$ cat src/rtl/mod_addsub_pkg.sv
// Shared constants and types for the pipelined modular add/subtract unit.
//
// Contents:
//   KQ, DQ         - default Kyber and Dilithium moduli
//   LANE_W, HALF_W - lane width (one Dilithium coefficient) and half width
//                    (one packed Kyber coefficient)
//   mode_t         - per-transaction operation select, encoded to match the
//                    2-bit mode port of mod_addsub_pipe
package mod_addsub_pkg;

    localparam int unsigned KQ     = 3329;
    localparam int unsigned DQ     = 8380417;
    localparam int unsigned LANE_W = 24;
    localparam int unsigned HALF_W = 12;

    typedef enum logic [1:0] {
        MODE_K_ADDSUB = 2'b00,  // Kyber: high half add, low half subtract
        MODE_D_SUB    = 2'b01,  // Dilithium: subtract
        MODE_D_ADD    = 2'b10,  // Dilithium: add
        MODE_K_ADD    = 2'b11   // Kyber: both halves add
    } mode_t;

endpackage

$ cat src/rtl/mod_addsub_lane.sv
// One 24-bit lane of the modular add/subtract pipeline.
//
// Stage 1 registers the raw sums/differences with their carry/borrow bit
// (13 bits per Kyber half, 25 bits for the Dilithium word) together with the
// mode. Stage 2 applies a single conditional correction and registers the
// reduced result. Both stages advance only when en_i is high.
//
// Ports:
//   clk_i   - clock
//   rst_i   - synchronous active-high reset, clears both stages
//   en_i    - pipeline advance
//   mode_i  - operation for the operands presented this cycle
//   a_i     - operand A (Kyber: {hi, lo} 12-bit halves; Dilithium: 24-bit word)
//   b_i     - operand B, same packing
//   res_o   - registered result, same packing
module mod_addsub_lane
    import mod_addsub_pkg::*;
#(
    parameter int unsigned KMOD = KQ,
    parameter int unsigned DMOD = DQ
) (
    input  logic              clk_i,
    input  logic              rst_i,
    input  logic              en_i,
    input  mode_t             mode_i,
    input  logic [LANE_W-1:0] a_i,
    input  logic [LANE_W-1:0] b_i,
    output logic [LANE_W-1:0] res_o
);

    localparam int unsigned HW1 = HALF_W + 1;
    localparam int unsigned LW1 = LANE_W + 1;

    // Moduli widened by one bit so they compare directly against raw values
    // that carry the carry/borrow in their MSB.
    localparam logic [HALF_W:0] KQ_EXT = HW1'(KMOD);
    localparam logic [LANE_W:0] DQ_EXT = LW1'(DMOD);

    logic [HALF_W-1:0] a_hi, a_lo, b_hi, b_lo;

    assign a_hi = a_i[LANE_W-1:HALF_W];
    assign a_lo = a_i[HALF_W-1:0];
    assign b_hi = b_i[LANE_W-1:HALF_W];
    assign b_lo = b_i[HALF_W-1:0];

    // ------------------------------------------------------------------
    // Stage 1: raw arithmetic
    // ------------------------------------------------------------------
    logic [HALF_W:0] hi_d, hi_q;
    logic [HALF_W:0] lo_d, lo_q;
    logic [LANE_W:0] dil_d, dil_q;
    mode_t           mode_q;

    always_comb begin
        hi_d = {1'b0, a_hi} + {1'b0, b_hi};

        // Wrapping subtraction leaves the borrow in the MSB.
        if (mode_i == MODE_K_ADDSUB) begin
            lo_d = {1'b0, a_lo} - {1'b0, b_lo};
        end else begin
            lo_d = {1'b0, a_lo} + {1'b0, b_lo};
        end

        if (mode_i == MODE_D_SUB) begin
            dil_d = {1'b0, a_i} - {1'b0, b_i};
        end else begin
            dil_d = {1'b0, a_i} + {1'b0, b_i};
        end
    end

    always_ff @(posedge clk_i) begin
        if (rst_i) begin
            hi_q   <= '0;
            lo_q   <= '0;
            dil_q  <= '0;
            mode_q <= MODE_K_ADDSUB;
        end else if (en_i) begin
            hi_q   <= hi_d;
            lo_q   <= lo_d;
            dil_q  <= dil_d;
            mode_q <= mode_i;
        end
    end

    // ------------------------------------------------------------------
    // Stage 2: single conditional correction
    // ------------------------------------------------------------------
    logic [HALF_W-1:0] hi_add, lo_add, lo_sub;
    logic [LANE_W-1:0] dil_add, dil_sub;
    logic [LANE_W-1:0] res_d, res_q;

    always_comb begin
        hi_add  = HALF_W'((hi_q >= KQ_EXT) ? (hi_q - KQ_EXT) : hi_q);
        lo_add  = HALF_W'((lo_q >= KQ_EXT) ? (lo_q - KQ_EXT) : lo_q);
        // On borrow the raw value is 2^13 + d; adding q and dropping the MSB
        // yields d + q.
        lo_sub  = HALF_W'(lo_q[HALF_W] ? (lo_q + KQ_EXT) : lo_q);
        dil_add = LANE_W'((dil_q >= DQ_EXT) ? (dil_q - DQ_EXT) : dil_q);
        dil_sub = LANE_W'(dil_q[LANE_W] ? (dil_q + DQ_EXT) : dil_q);

        res_d = '0;
        unique case (mode_q)
            MODE_K_ADDSUB: res_d = {hi_add, lo_sub};
            MODE_K_ADD:    res_d = {hi_add, lo_add};
            MODE_D_SUB:    res_d = dil_sub;
            MODE_D_ADD:    res_d = dil_add;
        endcase
    end

    always_ff @(posedge clk_i) begin
        if (rst_i) begin
            res_q <= '0;
        end else if (en_i) begin
            res_q <= res_d;
        end
    end

    assign res_o = res_q;

endmodule

$ cat src/rtl/mod_addsub_pipe.sv
// Pipelined modular add/subtract unit for the shared Kyber/Dilithium NTT
// datapath, between the butterfly multiplier and coefficient write-back.
//
// LANES independent 24-bit lanes per transaction; each lane holds two packed
// 12-bit Kyber coefficients or one 24-bit Dilithium coefficient. Two register
// stages, valid/ready handshake, and a B_DELAY-deep delay line of raw b_data
// that can replace B per transaction.
//
// Ports:
//   clk         - clock
//   rst         - synchronous active-high reset
//   in_valid    - input transaction valid
//   in_ready    - unit accepts input this cycle
//   mode        - 00 Kyber add-hi/sub-lo, 01 Dilithium sub,
//                 10 Dilithium add, 11 Kyber add-both
//   b_sel_delay - 1: B comes from the delay line output
//   a_data      - operand A, lane i at bits [24i+23:24i]
//   b_data      - operand B, same packing
//   out_valid   - result valid
//   out_ready   - downstream accepts result
//   out_data    - result, same packing
module mod_addsub_pipe #(
    parameter int unsigned LANES   = 2,
    parameter int unsigned KQ      = mod_addsub_pkg::KQ,
    parameter int unsigned DQ      = mod_addsub_pkg::DQ,
    parameter int unsigned B_DELAY = 4
) (
    input  logic                  clk,
    input  logic                  rst,
    input  logic                  in_valid,
    output logic                  in_ready,
    input  logic [1:0]            mode,
    input  logic                  b_sel_delay,
    input  logic [24*LANES-1:0]   a_data,
    input  logic [24*LANES-1:0]   b_data,
    output logic                  out_valid,
    input  logic                  out_ready,
    output logic [24*LANES-1:0]   out_data
);

    import mod_addsub_pkg::*;

    localparam int unsigned W = LANES * LANE_W;

    // ------------------------------------------------------------------
    // Handshake: the whole pipeline moves together, so bubbles are kept.
    // ------------------------------------------------------------------
    logic adv;
    logic fire;
    logic v1_q, v2_q;

    assign adv       = out_ready | ~v2_q;
    assign in_ready  = adv;
    assign fire      = in_valid & adv;
    assign out_valid = v2_q;

    always_ff @(posedge clk) begin
        if (rst) begin
            v1_q <= 1'b0;
            v2_q <= 1'b0;
        end else if (adv) begin
            v1_q <= in_valid;
            v2_q <= v1_q;
        end
    end

    // ------------------------------------------------------------------
    // B delay line: shifts on every accepted transaction, whatever its
    // b_sel_delay, so the tail is the B of B_DELAY transfers ago.
    // ------------------------------------------------------------------
    logic [W-1:0] dl_q [B_DELAY];
    logic [W-1:0] b_eff;

    always_ff @(posedge clk) begin
        if (rst) begin
            for (int i = 0; i < int'(B_DELAY); i++) begin
                dl_q[i] <= '0;
            end
        end else if (fire) begin
            dl_q[0] <= b_data;
            for (int i = 1; i < int'(B_DELAY); i++) begin
                dl_q[i] <= dl_q[i-1];
            end
        end
    end

    assign b_eff = b_sel_delay ? dl_q[B_DELAY-1] : b_data;

    // ------------------------------------------------------------------
    // Lane datapaths
    // ------------------------------------------------------------------
    mode_t mode_e;

    assign mode_e = mode_t'(mode);

    for (genvar g = 0; g < int'(LANES); g++) begin : g_lane
        mod_addsub_lane #(
            .KMOD (KQ),
            .DMOD (DQ)
        ) u_lane (
            .clk_i  (clk),
            .rst_i  (rst),
            .en_i   (adv),
            .mode_i (mode_e),
            .a_i    (a_data[g*LANE_W +: LANE_W]),
            .b_i    (b_eff[g*LANE_W +: LANE_W]),
            .res_o  (out_data[g*LANE_W +: LANE_W])
        );
    end

endmodule
$ cat config.mk
export PLATFORM = sky130hd
export DESIGN_NAME = mod_addsub_pipe
export DESIGN_NICKNAME = d
export VERILOG_FILES = /design/src/rtl/mod_addsub_pkg.sv /design/src/rtl/mod_addsub_lane.sv /design/src/rtl/mod_addsub_pipe.sv
export SDC_FILE = /design/constraint.sdc
export NUM_CORES = 1
export LEC_CHECK = 0
export CAP_MARGIN = 20
export CORE_MARGIN = 2
export CORE_UTILIZATION = 37
export DETAILED_ROUTE_END_ITERATION = 10
export SYNTH_ARGS = -nofsm -noshare
export SYNTH_HDL_FRONTEND = slang
export SYNTH_HIERARCHICAL = 1
export SYNTH_SLANG_ARGS = --single-unit
$ cat constraint.sdc
create_clock -name clk -period 9.85 [get_ports clk]
set_input_delay 2.955 -clock clk [delete_from_list [all_inputs] [get_ports clk]]
set_output_delay 2.955 -clock clk [all_outputs]
set_load 0.02 [all_outputs]
==> results of run 1 <==
==> final timing paths <==
kind                                  start                          to  slack [ns]  cells after the start
setup reg to reg                 dl_q[3][0]  g_lane[0].u_lane/dil_q[21]        5.39                     16
hold reg to reg   g_lane[0].u_lane/res_o[0]   g_lane[0].u_lane/res_o[0]        0.45                      2
setup / recovery                  out_ready                    in_ready        2.28                      4
hold / removal    g_lane[0].u_lane/res_o[0]   g_lane[0].u_lane/res_o[0]        0.45                      2
==> area by class of cell <==
cell class / instances / area, um^2 / area share
timing repair buffer: 175 / 1700 / 0.0602
inverter: 75 / 287 / 0.0102
clock inverter: 17 / 196 / 0.00696
clock buffer: 53 / 1080 / 0.0383
tap: 873 / 1090 / 0.0387
antenna: 4 / 10.0 / 0.000355
sequential: 346 / 8850 / 0.314
multi-input combinational: 2061 / 15000 / 0.532
==> kinds of logic (layout without fill, tap and decap cells) <==
family | after synthesis | count (layout) | share of synthesized area
AO/OA/AOI/OAI | 607 | 607 | 0.161
multiplexers | 91 | 91 | 0.0391
flip-flops | 346 | 346 | 0.351
buffers and inverters | 260 | 320 | 0.0542
other | 0 | 4 | 0
adder cells (fa/ha/maj) | 118 | 118 | 0.0604
AND/OR/NAND/NOR | 1016 | 1016 | 0.255
XOR/XNOR | 229 | 229 | 0.0796
==> metal layers <==
metal  track usage  vias up  part of all wire
met5             0        -           0.00014
met4        0.0689        2             0.030
li1              -     9937                 -
met3        0.0280      104             0.054
met1         0.294     9861              0.49
met2         0.295      577              0.43
==> registers in the layout, indices dropped and copies added, names as in the netlist <==
register              flops
dl_q                    192
g_lane.u_lane/dil_q      48
g_lane.u_lane/res_o      48
g_lane.u_lane/hi_q       26
g_lane.u_lane/lo_q       26
g_lane.u_lane/mode_q      4
out_valid                 1
v1_q                      1
==> critical path: stages <==
cell                              delay, ns
sky130_fd_sc_hd__clkdlybuf4s50_1       0.53
sky130_fd_sc_hd__nor2b_4               0.07
sky130_fd_sc_hd__inv_6                 0.32
sky130_fd_sc_hd__clkdlybuf4s50_1       0.69
==> power breakdown <==
group,total [mW],switching [mW],internal (mW)
clock network,1.48,0.605,0.877
registers,1.99,0.283,1.71
logic,1.66,0.947,0.712
total,5.13,1.84,3.30
==> synth_stat cells (30+ instances only) <==
master / instances / area, um^2
sky130_fd_sc_hd__xnor2_1: 143 / 1250
sky130_fd_sc_hd__dfxtp_1: 154 / 3080
sky130_fd_sc_hd__nor3b_2: 161 / 2010
sky130_fd_sc_hd__nand4_1: 32 / 200
sky130_fd_sc_hd__ha_1: 112 / 1400
sky130_fd_sc_hd__nor3_1: 87 / 435
sky130_fd_sc_hd__nand2_1: 177 / 664
sky130_fd_sc_hd__buf_2: 33 / 165
sky130_fd_sc_hd__nor2_1: 250 / 938
sky130_fd_sc_hd__clkbuf_1: 85 / 319
sky130_fd_sc_hd__inv_1: 73 / 274
sky130_fd_sc_hd__xor2_1: 86 / 753
sky130_fd_sc_hd__nand3_1: 54 / 270
sky130_fd_sc_hd__a21oi_1: 147 / 736
sky130_fd_sc_hd__nor3b_1: 40 / 300
sky130_fd_sc_hd__edfxtp_1: 192 / 5770
sky130_fd_sc_hd__a211oi_1: 50 / 375
sky130_fd_sc_hd__mux2_2: 50 / 563
sky130_fd_sc_hd__o21ai_0: 120 / 601
sky130_fd_sc_hd__buf_6: 30 / 338
sky130_fd_sc_hd__mux2i_1: 40 / 400
sky130_fd_sc_hd__o211ai_1: 37 / 278
==> stage by stage <==
stage | setup WS [ns] | power, mW | utilization
5_1_grt | 2.20 | 5.41 | 0.419
3_5_place_dp | 2.03 | 3.65 | 0.400
3_3_place_gp | 2.08 | 3.63 | 0.400
4_1_cts | 2.28 | 5.15 | 0.419
6_report | 2.28 | 5.13 | 0.419
2_1_floorplan | 1.90 | 3.17 | -
==> results.yml, run 1 <==
floorplanning:
  die-height_um: 265
  rows: 95
  io-pin-count: 153
  design.die.area_um2: 70200
  die_w_um: 265
  core_area_um2: 67300
  initial_utilization: 0.375
power_and_ir_drop:
  power_density_nw_per_um2: 182
  p_leak_nw: 10.2
  power.ir.vdd_worst_mv: 0.118
clock_tree:
  clk_root_buffer_cell: "sky130_fd_sc_hd__clkbuf_16"
  post_cts.repair.setup_buffers: 0
  reg_clk_slew_reported_paths_ns: 0.07
  worstSkewPairLatency_ns: 0.56
  cts.sink_count: 346
  cts.path.max_buffers: 3
  cts_made_buffers: 40
  post_cts_sizing: 0
  clock_tree.htree_level_count: 2
  cts_tree: "built"
  hold_buffers_post_cts: 0
synth:
  syn_area_um2: 25200
  synthArstFlopShare: 0
  synthesis.nets: 2888
  synth_enable_flop_cells: 192
  synth_cells: 2667
  synth.yosys.seq_area_share: 0.351
  postSynthRegisterBits: 346
  synthFlopType: "sky130_fd_sc_hd__edfxtp_1"
  count_of_yosys_warnings_during_synthesis: 6
  yosysUniqueCellTypes: 108
  avgSynthCellArea_um2: 9.45
timing:
  setup_viol_count_final: 0
  holdWs_ns: 0.450
  fin_worst_skew_ns: 0.0172
  fmax_mhz: 132
  rsz_0062_raised_after_global_routing: "false"
  post-route-min-period_ns: 7.57
  accumulated_negative_setup_slack_ns: 0
  final_min_period_over_clock_period: 0.768
  worst-slew-pin-transition_ns: 1.08
  timing.slew.headroom: 0.278
  drv_slew: 0
  finalHoldViolCount: 0
cells_and_area:
  syn2layout_area_growth_pct: 12.0
  final_nets: 2920
  mostFrequentLayoutCell: "sky130_fd_sc_hd__nor2_1"
  fill_cells: 6593
  drive_above_1_share: 0.126
  stdcell_count: 3604
  stdcell_area_um2: 28200
  final_cell_mix: "sky130_fd_sc_hd__nor2_1 (250), sky130_fd_sc_hd__edfxtp_1 (192), sky130_fd_sc_hd__nand2_1 (177)"
routing:
  wl_per_cell_um: 19.9
  drc: 0
  antenna_left: 0
  detailedRoute.firstPassIterationCount: 6
  detail_route.wirelength_um: 71800
  routed-via-count: 20500
  first_iter_violations: 1746
  via_per_inst: 5.68
worst_setup_path:
  criticalPathCategory: "input port to output port"
  startpoint_type: "input port"
  critical_path_arrival_ns: 4.61
  worstPathMaxFanout: 47
  required_ns: 6.90
  crit_end_element: "output port"
grt:
  grt_start_max_net_pins: 109
  grt_pass1_vias: 19600
  wire_length_of_the_first_global_routing_pass_um: 112000
  global_routing_usage_summed_across_all_routing_layers: 0.199
  grt_antenna_before_repair: 3
  grt_remaining_overflow: 0
placed_design:
  place.gp.congestion: 0.915
  post-place-cells: 3530
  place_area_um2: 26900
  detailedPlacementHpwl_um: 53000
  buffer_ports.inserted: 152
hold_path:
  worstHoldPathType: "flip-flop to flip-flop"
outcome:
  outcome: "completed"
job:
  max_cap_violations: 0
No activity file was read; power rests on OpenSTA's default activity.
==> inputs of run 2 (changes only) <==
==> constraint.sdc (replaced) <==
create_clock -name clk -period 6.15 [get_ports clk]
set_input_delay 1.845 -clock clk [delete_from_list [all_inputs] [get_ports clk]]
set_output_delay 1.845 -clock clk [all_outputs]
set_load 0.02 [all_outputs]
==> run 2 against run 1 <==
Compared with the run above:
- clock skew grew 0.0021 ns
- hold slack gained 0.0062 ns
- routed wire length shrank 0.39%
- register-to-register slack lost 3.4 ns
- via count grew 0.26%
- setup slack lost 1.7 ns
- largest power group unchanged
- power grew 60%
- non-clock buffer count grew 28
- sequential share of layout area shrank 0.29 points
==> results.yml, run 2 (synthesis gave the netlist of run 1 again) <==
cells_and_area:
  top_register: "dl_q"
  flip_flop_count_of_the_largest_register_all_copies_and_words_added: 192
  fill_cells: 6577
  mostFrequentLayoutCell: "sky130_fd_sc_hd__nor2_1"
  finalCoreUtilization: 0.423
  final_nets: 2948
  stdcell_area_um2: 28500
  ff_latch_area_um2: 8850
  drive_above_1_share: 0.135
  syn2layout_area_growth_pct: 13.0
  num_antenna_cells: 0
  multi_input_comb_area_um2: 15000
  final_cell_mix: "sky130_fd_sc_hd__nor2_1 (250), sky130_fd_sc_hd__edfxtp_1 (192), sky130_fd_sc_hd__nand2_1 (177)"
grt:
  wire_length_of_the_first_global_routing_pass_um: 113000
  use_met1: 0.300
  grt_antenna_before_repair: 3
  global_routing_usage_summed_across_all_routing_layers: 0.199
  grt.busiest_layer: "met1"
  grt_pass1_vias: 19600
  use_met2: 0.296
  grt_start_max_net_pins: 158
  global_route_met3_utilization: 0.0269
  grt_remaining_overflow: 0
floorplanning:
  design.die.area_um2: 70200
  io-pin-count: 153
  die_w_um: 265
  core_area_um2: 67300
  initial_utilization: 0.375
  rows: 95
  die-height_um: 265
placed_design:
  place.gp.congestion: 0.932
  place_area_um2: 27200
  detailedPlacementHpwl_um: 52400
  buffer_ports.inserted: 152
worst_setup_path:
  critical_path_arrival_ns: 5.99
  required_ns: 6.58
  timing.critical_path.buf_inv: 4
  critical-path-top-delay-family: "simple AND/OR/NAND/NOR gates"
  worstPathMaxFanout: 4
  cp_cell_sequence: "clkdlybuf4s50_1 > mux2_2 > inv_1 > ha_1 > or3b_2 > nor4_1 > buf_4 > nand2_1 > o41ai_1 > xor2_1 > ha_1 > buf_4 > nand4_1 > nor3_1 > o311ai_0 > a31oi_1 > a22oi_1 > mux2i_1 > nand2_1"
  startpoint_type: "input port"
  criticalPathCategory: "input port to flip-flop"
  crit_end_element: "flip-flop"
  crit_slowest_cell: "sky130_fd_sc_hd__or3b_2"
  cpPeakStageDelay_ns: 0.50
routing:
  via_per_inst: 5.66
  detail_route.wirelength_um: 71600
  first_iter_violations: 1929
  drc: 0
  wl_per_cell_um: 19.7
  antenna_left: 0
  detailedRoute.firstPassIterationCount: 6
  routed-via-count: 20500
timing:
  setup_viol_count_final: 0
  final_min_period_over_clock_period: 0.904
  drv_slew: 0
  fmax_mhz: 180
  fin_worst_skew_ns: 0.0194
  timing.slew.headroom: 0.290
  rsz_0062_raised_after_global_routing: "false"
  worst-slew-pin-transition_ns: 1.06
  accumulated_negative_setup_slack_ns: 0
  post-route-min-period_ns: 5.56
  finalHoldViolCount: 0
power_and_ir_drop:
  power_frac_clock: 0.285
  power.ir.vdd_worst_mv: 0.151
  share_comb_of_total_power: 0.327
  p_leak_nw: 10.4
  switching_share: 0.358
  total_power_mw: 8.22
  p_int_mw: 5.28
  netSwitchingPower_mw: 2.94
  power_density_nw_per_um2: 289
  power.sequential.fraction: 0.387
clock_tree:
  reg_clk_slew_reported_paths_ns: 0.06
  post_cts.repair.setup_buffers: 0
  clock_tree.htree_level_count: 2
  cts.sink_count: 346
  clk_root_buffer_cell: "sky130_fd_sc_hd__clkbuf_16"
  worstSkewPairLatency_ns: 0.56
  post_cts_sizing: 0
  cts.path.max_buffers: 3
  cts_tree: "built"
  hold_buffers_post_cts: 0
  cts_made_buffers: 40
job:
  max_cap_violations: 0
outcome:
  outcome: "completed"
hold_path:
  worstHoldPathType: "flip-flop to flip-flop"
-- run 2: cell types whose count changed in the layout (fill, tap and decap cells not counted) --
cell | before | now
sky130_fd_sc_hd__buf_12 | 1 | 7
sky130_fd_sc_hd__buf_4 | 23 | 45
sky130_fd_sc_hd__bufinv_16 | 4 | 3
sky130_fd_sc_hd__clkbuf_16 | 41 | 40
sky130_fd_sc_hd__clkbuf_8 | 1 | 4
sky130_fd_sc_hd__clkinv_1 | 8 | 6
sky130_fd_sc_hd__clkinv_4 | 2 | 1
sky130_fd_sc_hd__clkinv_8 | 0 | 1
sky130_fd_sc_hd__diode_2 | 4 | 0
-- run 2: final cells by class --
cell class	instances	share of cell area
Clock buffer	55	0.0385
Clock inverter	14	0.00584
Inverter	75	0.0101
Multi-Input combinational cell	2061	0.527
Sequential cell	346	0.311
Tap cell	873	0.0384
Timing Repair Buffer	203	0.0697
-- run 2: per-stage QoR --
step	hold WS [ns]	worst slack, ns	std cells
2_1_floorplan	0.419	0.384	2667
3_3_place_gp	0.431	0.140	3557
3_5_place_dp	0.446	0.0593	3557
4_1_cts	0.461	0.619	3626
5_1_grt	0.499	0.146	3627
6_report	0.457	0.587	3627
-- run 2: path summary, 6_finish.rpt --
check | startpoint | to | slack, ns | cells past startpoint
setup / recovery | b_data[0] | g_lane[0].u_lane/dil_q[24] | 0.59 | 19
hold / removal | v1_q | out_valid | 0.46 | 2
setup reg to reg | dl_q[3][1] | g_lane[0].u_lane/dil_q[24] | 1.98 | 18
hold reg to reg | v1_q | out_valid | 0.46 | 2
-- run 2: per-layer routing --
metal  routed length, um  vias up
met4                1530        6
met5                  26        -
met2               30600      564
met3                3800       84
li1                    -     9963
met1               35600     9917
-- run 2: tightest hold or removal path, cell delays in order, from the launching register on --
cell	delay [ns]
sky130_fd_sc_hd__dfxtp_1	0.31
sky130_fd_sc_hd__inv_1	0.05
sky130_fd_sc_hd__a21oi_1	0.05
-- run 2: power groups by stage --
stage | sequential (mW) | clock (mW) | combinational, mW
finish | 3.18 | 2.35 | 2.69
global route | 3.23 | 2.48 | 2.96
CTS | 3.17 | 2.41 | 2.67
detailed placement | 3.22 | 0 | 2.65
global placement | 3.21 | 0 | 2.63
floorplan | 2.97 | 0 | 2.09
